[src/rtl/gp_serial_sum_resolver.sv]
// gp_serial_sum_resolver
//   Consumes a digit-serial stream of W-bit generate/propagate beats (LSB beat
//   first), resolves carries inside each beat with a Kogge-Stone prefix tree,
//   chains the carry between beats in carry_r and emits sum digits S = P ^ C.
//   Framing errors (missing or unexpected first beat) are recovered by treating
//   the beat as a fresh first beat, and they raise a sticky err flag.
//
// Optional build macro: GP_RESOLVER_PIPE_EN
//   Defined:   a register stage sits between the prefix tree and the sum XOR.
//              Latency is 2 cycles. The inter-beat carry still closes in one
//              cycle, so throughput stays at 1 beat/cycle.
//   Undefined: single-stage datapath with 1 cycle latency.

module gp_serial_sum_resolver #(
  parameter int W = 4
) (
  input  logic         clk,
  input  logic         rst_n,
  input  logic         in_valid,
  output logic         in_ready,
  input  logic [W-1:0] in_g,
  input  logic [W-1:0] in_p,
  input  logic         in_first,
  input  logic         in_last,
  input  logic         cin,
  output logic         out_valid,
  input  logic         out_ready,
  output logic [W-1:0] out_sum,
  output logic         out_last,
  output logic         out_cout,
  output logic         err
);

  localparam int LV = (W > 1) ? $clog2(W) : 1;

  typedef enum logic [0:0] {
    IDLE   = 1'b0,
    ACTIVE = 1'b1
  } state_t;

  state_t state_r;
  state_t state_nxt_s;

  logic                  accept_s;
  logic                  restart_s;
  logic                  frame_err_s;
  logic                  c0_s;
  logic [W:0]            c_s;
  logic [LV:0][W-1:0]    gg_s;
  logic [LV:0][W-1:0]    pp_s;
  logic                  carry_r;
  logic                  err_r;
  logic                  out_valid_r;
  logic [W-1:0]          out_sum_r;
  logic                  out_last_r;
  logic                  out_cout_r;

  // The output register can take a new value when empty or being drained.
  assign in_ready  = ~out_valid_r | out_ready;
  assign accept_s  = in_valid & in_ready;

  // A beat starts a new operand when flagged first, or when nothing is open.
  assign restart_s   = in_first | (state_r == IDLE);
  assign frame_err_s = accept_s & (((state_r == IDLE) & ~in_first) |
                                   ((state_r == ACTIVE) & in_first));
  assign c0_s        = restart_s ? cin : carry_r;

  // Kogge-Stone prefix: level l combines each bit with the group 2^l below it.
  always_comb begin
    gg_s    = '0;
    pp_s    = '0;
    gg_s[0] = in_g;
    pp_s[0] = in_p;
    for (int l = 0; l < LV; l++) begin
      for (int i = 0; i < W; i++) begin
        if (i >= (32'sd1 <<< l)) begin
          gg_s[l+1][i] = gg_s[l][i] | (pp_s[l][i] & gg_s[l][i - (32'sd1 <<< l)]);
          pp_s[l+1][i] = pp_s[l][i] & pp_s[l][i - (32'sd1 <<< l)];
        end else begin
          gg_s[l+1][i] = gg_s[l][i];
          pp_s[l+1][i] = pp_s[l][i];
        end
      end
    end
  end

  // Final gray cells fold the beat carry-in into every group prefix.
  always_comb begin
    c_s    = '0;
    c_s[0] = c0_s;
    for (int i = 0; i < W; i++) begin
      c_s[i+1] = gg_s[LV][i] | (pp_s[LV][i] & c0_s);
    end
  end

  // Framing FSM next state: any accepted last beat closes the operand.
  always_comb begin
    state_nxt_s = state_r;
    case (state_r)
      IDLE, ACTIVE: begin
        if (accept_s) begin
          state_nxt_s = in_last ? IDLE : ACTIVE;
        end else begin
          state_nxt_s = state_r;
        end
      end
      default: state_nxt_s = IDLE;
    endcase
  end

  // Framing state, inter-beat carry and sticky error flag.
  always_ff @(posedge clk or negedge rst_n) begin
    if (!rst_n) begin
      state_r <= IDLE;
      carry_r <= 1'b0;
      err_r   <= 1'b0;
    end else begin
      state_r <= state_nxt_s;
      if (accept_s) begin
        carry_r <= in_last ? 1'b0 : c_s[W];
      end
      if (frame_err_s) begin
        err_r <= 1'b1;
      end
    end
  end

`ifdef GP_RESOLVER_PIPE_EN
  logic         s1_valid_r;
  logic [W-1:0] s1_p_r;
  logic [W-1:0] s1_c_r;
  logic         s1_last_r;
  logic         s1_cout_r;

  // Stage 1 captures the resolved carries; it moves whenever stage 2 can accept.
  always_ff @(posedge clk or negedge rst_n) begin
    if (!rst_n) begin
      s1_valid_r <= 1'b0;
      s1_p_r     <= '0;
      s1_c_r     <= '0;
      s1_last_r  <= 1'b0;
      s1_cout_r  <= 1'b0;
    end else if (in_ready) begin
      s1_valid_r <= accept_s;
      if (accept_s) begin
        s1_p_r    <= in_p;
        s1_c_r    <= c_s[W-1:0];
        s1_last_r <= in_last;
        s1_cout_r <= in_last ? c_s[W] : 1'b0;
      end
    end
  end

  // Stage 2 applies the sum XOR and holds the digit until downstream takes it.
  always_ff @(posedge clk or negedge rst_n) begin
    if (!rst_n) begin
      out_valid_r <= 1'b0;
      out_sum_r   <= '0;
      out_last_r  <= 1'b0;
      out_cout_r  <= 1'b0;
    end else if (in_ready) begin
      out_valid_r <= s1_valid_r;
      if (s1_valid_r) begin
        out_sum_r  <= s1_p_r ^ s1_c_r;
        out_last_r <= s1_last_r;
        out_cout_r <= s1_cout_r;
      end
    end
  end
`else
  // Single output register: reload on accept, otherwise drain on out_ready.
  always_ff @(posedge clk or negedge rst_n) begin
    if (!rst_n) begin
      out_valid_r <= 1'b0;
      out_sum_r   <= '0;
      out_last_r  <= 1'b0;
      out_cout_r  <= 1'b0;
    end else if (accept_s) begin
      out_valid_r <= 1'b1;
      out_sum_r   <= in_p ^ c_s[W-1:0];
      out_last_r  <= in_last;
      out_cout_r  <= in_last ? c_s[W] : 1'b0;
    end else if (out_ready) begin
      out_valid_r <= 1'b0;
    end
  end
`endif

  assign out_valid = out_valid_r;
  assign out_sum   = out_sum_r;
  assign out_last  = out_last_r;
  assign out_cout  = out_cout_r;
  assign err       = err_r;

endmodule

[config.mk]
export PLATFORM = sky130hd
export DESIGN_NAME = gp_serial_sum_resolver
export DESIGN_NICKNAME = d
export VERILOG_FILES = /design/src/rtl/gp_serial_sum_resolver.sv
export SDC_FILE = /design/constraint.sdc
export NUM_CORES = 1
export LEC_CHECK = 0
export ABC_CLOCK_PERIOD_IN_PS = 2320
export BUFFER_PORTS_ARGS = -buffer_cell sky130_fd_sc_hd__buf_2
export CAP_MARGIN = 5
export CORE_AREA = 2 2 39 41
export CTS_CLUSTER_DIAMETER = 60
export CTS_CLUSTER_SIZE = 14
export DETAILED_ROUTE_END_ITERATION = 8
export DIE_AREA = 0 0 41 43
export PLACE_DENSITY_LB_ADDON = 0.1
export SLEW_MARGIN = 20
export SYNTH_ARGS = -nofsm -noshare
export SYNTH_HDL_FRONTEND = slang
export SYNTH_SLANG_ARGS = --single-unit
[constraint.sdc]
create_clock -name clk -period 2.32 [get_ports clk]
set_input_delay 0.232 -clock clk [delete_from_list [all_inputs] [get_ports clk]]
set_output_delay 0.232 -clock clk [all_outputs]
set_load 0.02 [all_outputs]
==> results.sh, run 1 <==
export IMPL_crit_path_cell_trace="ha_1 > mux2_4 > a31o_4 > a21o_1 > a221o_1"
export IMPL_start_util=0.356
export IMPL_clock_path_buffers=2
export IMPL_antenna_left=0
export IMPL_finalClockSkew_ps=0.477
export IMPL_hpwl_microns=756
export IMPL_grt_pass1_vias=388
export IMPL_nNetsFinal=93
export IMPL_dp_cells=86
export IMPL_p_leak_nw=0.350
export IMPL_switching_share=0.295
export IMPL_clk_latency_ps=260
export IMPL_syn_cell_area_sq_um=493
export IMPL_drc=0
export IMPL_yosysWarnings=0
export IMPL_die_h_microns=43
export IMPL_period_share=0.735
export IMPL_maxSlewHeadroom=0.777
export IMPL_clk_root_buffer_cell="clkbuf_4"
export IMPL_post_route_util=0.485
export IMPL_drtIter0Drc=1
export IMPL_cts_tree="done"
export IMPL_rows=14
export IMPL_setup_tns_ps=0
export IMPL_first_pass_iters=3
export IMPL_worstPathBufferInverterCount=0
export IMPL_num_vias=414
export IMPL_achievable_frequency_mhz=587
export IMPL_post_cts_repair_setup_buffers=0
export IMPL_fin_hold_ws_ps=166
export IMPL_min_period_ps=1700
export IMPL_grt_max_degree=12
export IMPL_drive_gt1_frac=0.387
export IMPL_yosysSeqAreaShare=0.508
export IMPL_crit_type="reg -> reg"
export IMPL_critical_path_max_stage_delay_ps=380
export IMPL_powerDensity_mw_per_mm2=721
export IMPL_sequentialPowerShare=0.430
export IMPL_vias_per_cell=4.55
export IMPL_hp_class="in -> reg"
export IMPL_synth_top_cell_area_share=0.508
export IMPL_end_kind="flip-flop"
export IMPL_antenna_found_initial=0
export IMPL_htreeDepth=1
export IMPL_chipWidth_microns=41
export IMPL_diodes=0
export IMPL_crit_path_start_kind="flip-flop"
export IMPL_cp_required_ps=2470
export IMPL_area_growth_pct=36.0
export IMPL_status="complete, no violations"
export IMPL_drv_cap=0
export IMPL_cp_max_fo=4
export IMPL_io_pins=24
export IMPL_final_cells=91
export IMPL_crit_arrival_ps=1860
export IMPL_pwr_share_comb=0.239
export IMPL_synth_area_per_cell_sq_um=10.3
export IMPL_slew_violations=0
export IMPL_syn_inst=48
export IMPL_critPathSlowestCell="dfrtp_1"
export IMPL_peakVddDrop_mv=0.345
export IMPL_yosys_area_top_type="dfrtp_1"
export IMPL_routed_wl_microns=950
export IMPL_cts_buffers=3
export IMPL_synth_cell_types=20
export IMPL_wire_per_inst_microns=10.4
export IMPL_gp_congestion=0.663
export IMPL_p_switching_uw=142
export IMPL_setup_viol=0
export IMPL_grt_util_all_layers=0.127
export IMPL_die_area_sq_mm=0.00176
export IMPL_hold_violations=0
export IMPL_rsz0062_at_grt="false"
export IMPL_grt_overflow_total=0
export IMPL_clkTransAtPathRegs_ps=70
export IMPL_cts_resized=0
export IMPL_p_int_uw=341
export IMPL_synth_seq_cells=10
export IMPL_synth_nets=65
export IMPL_synth_area_leaders="dfrtp_1 51%, a21o_1 6.1%, nand2_1 5.3%, ha_1 5.1%, nor2_1 4.6%"
export IMPL_core_sq_mm=0.00138
export IMPL_io_buffer_count=23
export IMPL_clockPowerShare=0.331
export IMPL_path_delay_family="compound AO/OA/AOI/OAI gates"
export IMPL_worst_pin_slew_ps=333
export IMPL_cts_sinks=10
export IMPL_grt_pass1_wl_microns=1510
## worst paths after layout
kind / startpoint / end / slack, ps / cells past startpoint
min: in_last / carry_r / 170 / 2
max in group asynchronous: rst_n / out_valid / 1780 / 2
min reg2reg: err / err / 460 / 1
max: state_r / out_sum[3] / 620 / 5
min in group asynchronous: rst_n / out_sum[1] / 360 / 2
max reg2reg: state_r / out_sum[3] / 620 / 5
## cell type report
class                      count  area [sq um]
fill                         142           713
sequential                    10           250
multi-input combinational     35           231
inverter                       2          7.51
tap                           16          20.0
clock buffer                   4          36.3
timing repair buffer          24           125
## flip-flops by register name, indices dropped and copies added, names as in the netlist
register	cells
out_valid	1
out_cout	1
err	1
out_last	1
carry_r	1
state_r	1
out_sum	4
## cell usage in the layout (no fill, tap or decap), types with 2 or more instances in the layout
cell type / synthesis / routed
a211oi_1: 2 / 2
nand2b_1: 2 / 2
inv_1: 2 / 2
buf_2: 0 / 23
ha_1: 2 / 2
nand2_1: 7 / 7
a21o_1: 4 / 4
nor2_1: 6 / 6
clkbuf_4: 0 / 3
dfrtp_1: 10 / 10
o21ai_0: 2 / 2
## per-layer routing
layer / track usage / part of all wire
met1: 0.139 / 0.46
met2: 0.209 / 0.49
met3: 0.0366 / 0.046
met4: 0.0600 / 0
met5: 0 / 0
## what timing repair did
action / 4_1_cts / 5_1_grt
endpoints found under the hold margin: 10 / 0
hold buffers: 1 / 0
endpoints found under the setup margin: 0 / 0
## kinds of logic after synthesis
kind of cell,Yosys count,share of synthesized area
and+or+nand+nor,17,0.147
AOI/OAI and AO/OA,13,0.206
buffers and inverters,3,0.0228
xor gates and xnor gates,2,0.0355
adders and majority gates,2,0.0508
muxes,1,0.0304
DFF,10,0.508
## power by group through the flow
stage	logic, mW	registers (mW)	clock network, mW
3_3_place_gp	0.117	0.211	0
5_1_grt	0.130	0.212	0.169
6_report	0.116	0.208	0.160
3_5_place_dp	0.116	0.212	0
4_1_cts	0.118	0.208	0.163
2_1_floorplan	0.0474	0.235	0
## stage by stage
step | instance area (sq um) | power [mW] | setup slack, ps
after floorplan | 493 | 0.282 | 656
after global placement | 624 | 0.328 | 628
after detailed placement | 624 | 0.328 | 615
after CTS | 671 | 0.489 | 598
after global routing | 671 | 0.512 | 545
final | 671 | 0.483 | 615
## cell usage after synthesis
library cell   n
a21oi_1        1
o21ai_0        2
a211oi_1       2
nand3_1        1
nor2_1         6
and2_1         1
nand2b_1       2
dfrtp_1       10
a21o_1         4
ha_1           2
nand2_1        7
o31ai_1        1
clkbuf_1       1
a221o_1        1
mux2_4         1
xnor2_1        1
a31oi_1        1
inv_1          2
a31o_4         1
xor2_1         1
## worst register-to-register path: cells and delay by family (launching register included)
family          cells  cell delay [ps]
mux                 1              310
flops               1              380
fa+ha+maj           1              190
compound gates      3              710
(Power assumes the default switching activity.)
==> run 2: changes to the inputs <==
Settings changed: ABC_AREA set to 1, ABC_CLOCK_PERIOD_IN_PS 2320 to 1400, CORE_AREA 2 2 39 41 to unset, CORE_MARGIN set to 2, CORE_UTILIZATION set to 40, DIE_AREA 0 0 41 43 to unset.
Clock period 2.32 ns to 1.4 ns, I/O delays scaled along.
==> results.sh, run 2 <==
export IMPL_dp_cells=113
export IMPL_cts_tree="done"
export IMPL_critPathSlowestCell="dfrtp_1"
export IMPL_synth_top_family_by_area="simple AND/OR/NAND/NOR gates"
export IMPL_diodes=0
export IMPL_setup_viol=0
export IMPL_place_ws_ps=19.6
export IMPL_wl_met2_microns=566
export IMPL_routed_wl_microns=1240
export IMPL_htreeDepth=1
export IMPL_drv_cap=0
export IMPL_drive_gt1_frac=0.346
export IMPL_synth_most_common_cell="nand2_1"
export IMPL_synth_simple_area_share=0.352
export IMPL_p_leak_nw=0.435
export IMPL_wl_met3_microns=80
export IMPL_regArea_sq_um=250
export IMPL_synth_seq_cells=10
export IMPL_crit_type="reg -> reg"
export IMPL_rows=13
export IMPL_core_sq_mm=0.00130
export IMPL_reg2regPathDepth=7
export IMPL_hold_path_depth=2
export IMPL_synth_area_per_cell_sq_um=7.34
export IMPL_area_growth_pct=32.5
export IMPL_die_area_sq_mm=0.00171
export IMPL_synth_top_cell_area_share=0.448
export IMPL_worst_pin_slew_ps=255
export IMPL_synth_main_ff_cell="dfrtp_1"
export IMPL_num_vias=521
export IMPL_crit_path_start_kind="flip-flop"
export IMPL_sequentialPowerShare=0.416
export IMPL_fillCellCount=128
export IMPL_synth_nets=93
export IMPL_grt_util_all_layers=0.165
export IMPL_cts_buffers=3
export IMPL_nNetsFinal=122
export IMPL_drtIter0Drc=20
export IMPL_clkTransAtPathRegs_ps=70
export IMPL_antenna_left=0
export IMPL_grt_overflow_total=0
export IMPL_async_flop_share=1.00
export IMPL_grt_max_degree=14
export IMPL_maxSlewHeadroom=0.829
export IMPL_met1Wirelength_microns=595
export IMPL_status="complete, no violations"
export IMPL_setup_tns_ps=0
export IMPL_largest_reg_flops=4
export IMPL_p_int_uw=570
export IMPL_clk_latency_ps=270
export IMPL_syn_cell_area_sq_um=558
export IMPL_crit_path_cell_trace="ha_1 > nand2_1 > nand2_2 > ha_2 > nor2_2 > xor2_1 > o21ai_1"
export IMPL_hold_violations=0
export IMPL_cp_required_ps=1550
export IMPL_synth_cell_types=14
export IMPL_switching_share=0.320
export IMPL_synth_area_leaders="dfrtp_1 45%, nand2_1 19%, inv_1 6.1%, nand3_1 5.4%, nor2_1 5.4%"
export IMPL_pwr_share_comb=0.263
export IMPL_yosysWarnings=0
export IMPL_cp_max_fo=3
export IMPL_final_common_cell="nand2_1"
export IMPL_drc=0
export IMPL_finalClockSkew_ps=4.59
export IMPL_min_to="state_r"
export IMPL_synthXorXnorAreaFrac=0.0157
export IMPL_multi_input_area_sq_um=264
export IMPL_final_cell_mix="28 x nand2_1, 23 x buf_2, 10 x dfrtp_1, 9 x inv_1, 7 x nor2_1"
export IMPL_synth_edf_count=0
export IMPL_gp_congestion=0.738
export IMPL_crit_arrival_ps=1480
export IMPL_hold_path_startpoint="in_last"
export IMPL_achievable_frequency_mhz=752
export IMPL_peakVddDrop_mv=0.662
export IMPL_synth_common_cells="28 x nand2_1, 10 x dfrtp_1, 9 x inv_1"
export IMPL_critical_path_max_stage_delay_ps=380
export IMPL_chipWidth_microns=41.4
export IMPL_p_switching_uw=268
export IMPL_muxShareOfSynthArea=0
export IMPL_hpwl_microns=966
export IMPL_rsz0062_at_grt="false"
export IMPL_slew_violations=0
export IMPL_clk_root_buffer_cell="clkbuf_4"
export IMPL_io_buffer_count=23
export IMPL_yosysSeqAreaShare=0.448
export IMPL_routed_top_layer="met3"
export IMPL_start_util=0.429
export IMPL_clock_path_buffers=2
export IMPL_end_kind="flip-flop"
export IMPL_die_h_microns=41.4
export IMPL_synthAdderAreaFrac=0.0448
export IMPL_fin_ws_ps=70.9
export IMPL_synth_compound_area_frac=0.0516
export IMPL_r2r_end="out_sum[1]"
export IMPL_period_share=0.949
export IMPL_powerDensity_mw_per_mm2=1130
export IMPL_hp_class="in -> reg"
export IMPL_r2r_start="state_r"
export IMPL_syn_inst=76
export IMPL_min_period_ps=1330
export IMPL_io_pins=24
export IMPL_rrSetupSlack_ps=70
export IMPL_first_pass_iters=4
export IMPL_cts_sinks=10
export IMPL_clockPowerShare=0.321
export IMPL_yosys_area_top_type="dfrtp_1"
export IMPL_vias_per_cell=4.38
export IMPL_grt_pass1_vias=411
export IMPL_antenna_found_initial=0
export IMPL_grt_pass1_wl_microns=1710
export IMPL_final_cells=119
export IMPL_wire_per_inst_microns=10.4
run 2: cell count changes in the layout (fill, tap and decap cells not counted), moves of 3 or more:
cell     before  now
a21o_1        4    0
inv_1         2    9
nand2_1       7   28
nand2_2       0    4
nand3_1       1    6
o21ai_1       0    3
run 2: final cells by class:
cell class                      instances  share of cell area
Multi-Input combinational cell         55               0.357
Sequential cell                        10               0.338
Inverter                               10              0.0508
Timing Repair Buffer                   25               0.179
Clock buffer                            4              0.0491
Tap cell                               15              0.0254
run 2: repair_timing:
item,4_1_cts,5_1_grt
resized for setup,0,2
setup endpoints to repair,0,1
buffers inserted,0,1
hold buffers,1,0
hold endpoints to repair,10,0
run 2: worst max path at each step:
stage	slack (ps)	cells after the start	startpoint	to
after floorplan	110	7	state_r	out_sum[1]
after global placement	60	7	state_r	out_sum[1]
after detailed placement	20	7	state_r	out_sum[1]
after CTS	5	7	state_r	out_sum[1]
after global routing	2	7	state_r	out_sum[1]
final	70	7	state_r	out_sum[1]
run 2: per-stage QoR:
step / hold WS [ps] / instance area, sq um / power [mW] / util
6_report: 66.8 / 739 / 0.837 / 0.568
5_1_grt: 77.8 / 739 / 0.882 / 0.568
3_5_place_dp: 15.8 / 681 / 0.568 / 0.523
4_1_cts: 66.0 / 727 / 0.840 / 0.559
2_1_floorplan: -156 / 558 / 0.488 / -
3_3_place_gp: 11.6 / 681 / 0.563 / 0.523
run 2: metal layers:
layer  GRT usage  vias to the layer above
li1            -                      290
met1       0.198                      218
met2       0.273                       13
met3      0.0798                        0
met4      0.0242                        0
met5           0                        -
run 2: power groups by stage:
stage	Combinational, mW	Clock (mW)	Sequential, mW
2_1_floorplan	0.0944	0	0.394
3_3_place_gp	0.211	0	0.352
3_5_place_dp	0.212	0	0.355
4_1_cts	0.217	0.274	0.349
5_1_grt	0.246	0.283	0.353
6_report	0.221	0.268	0.348
run 2: cells by family after synthesis:
group	Yosys count
flops	10
fa+ha+maj	2
compound gates	5
simple gates	47
buf+inv	11
xor+xnor	1
run 2: critical path: cells and delay by family (launching register included):
kind | cells | cell delay, ps
AOI/OAI and AO/OA | 1 | 70
xor gates and xnor gates | 1 | 140
adders and majority gates | 2 | 360
DFF | 1 | 380
and+or+nand+nor | 3 | 250
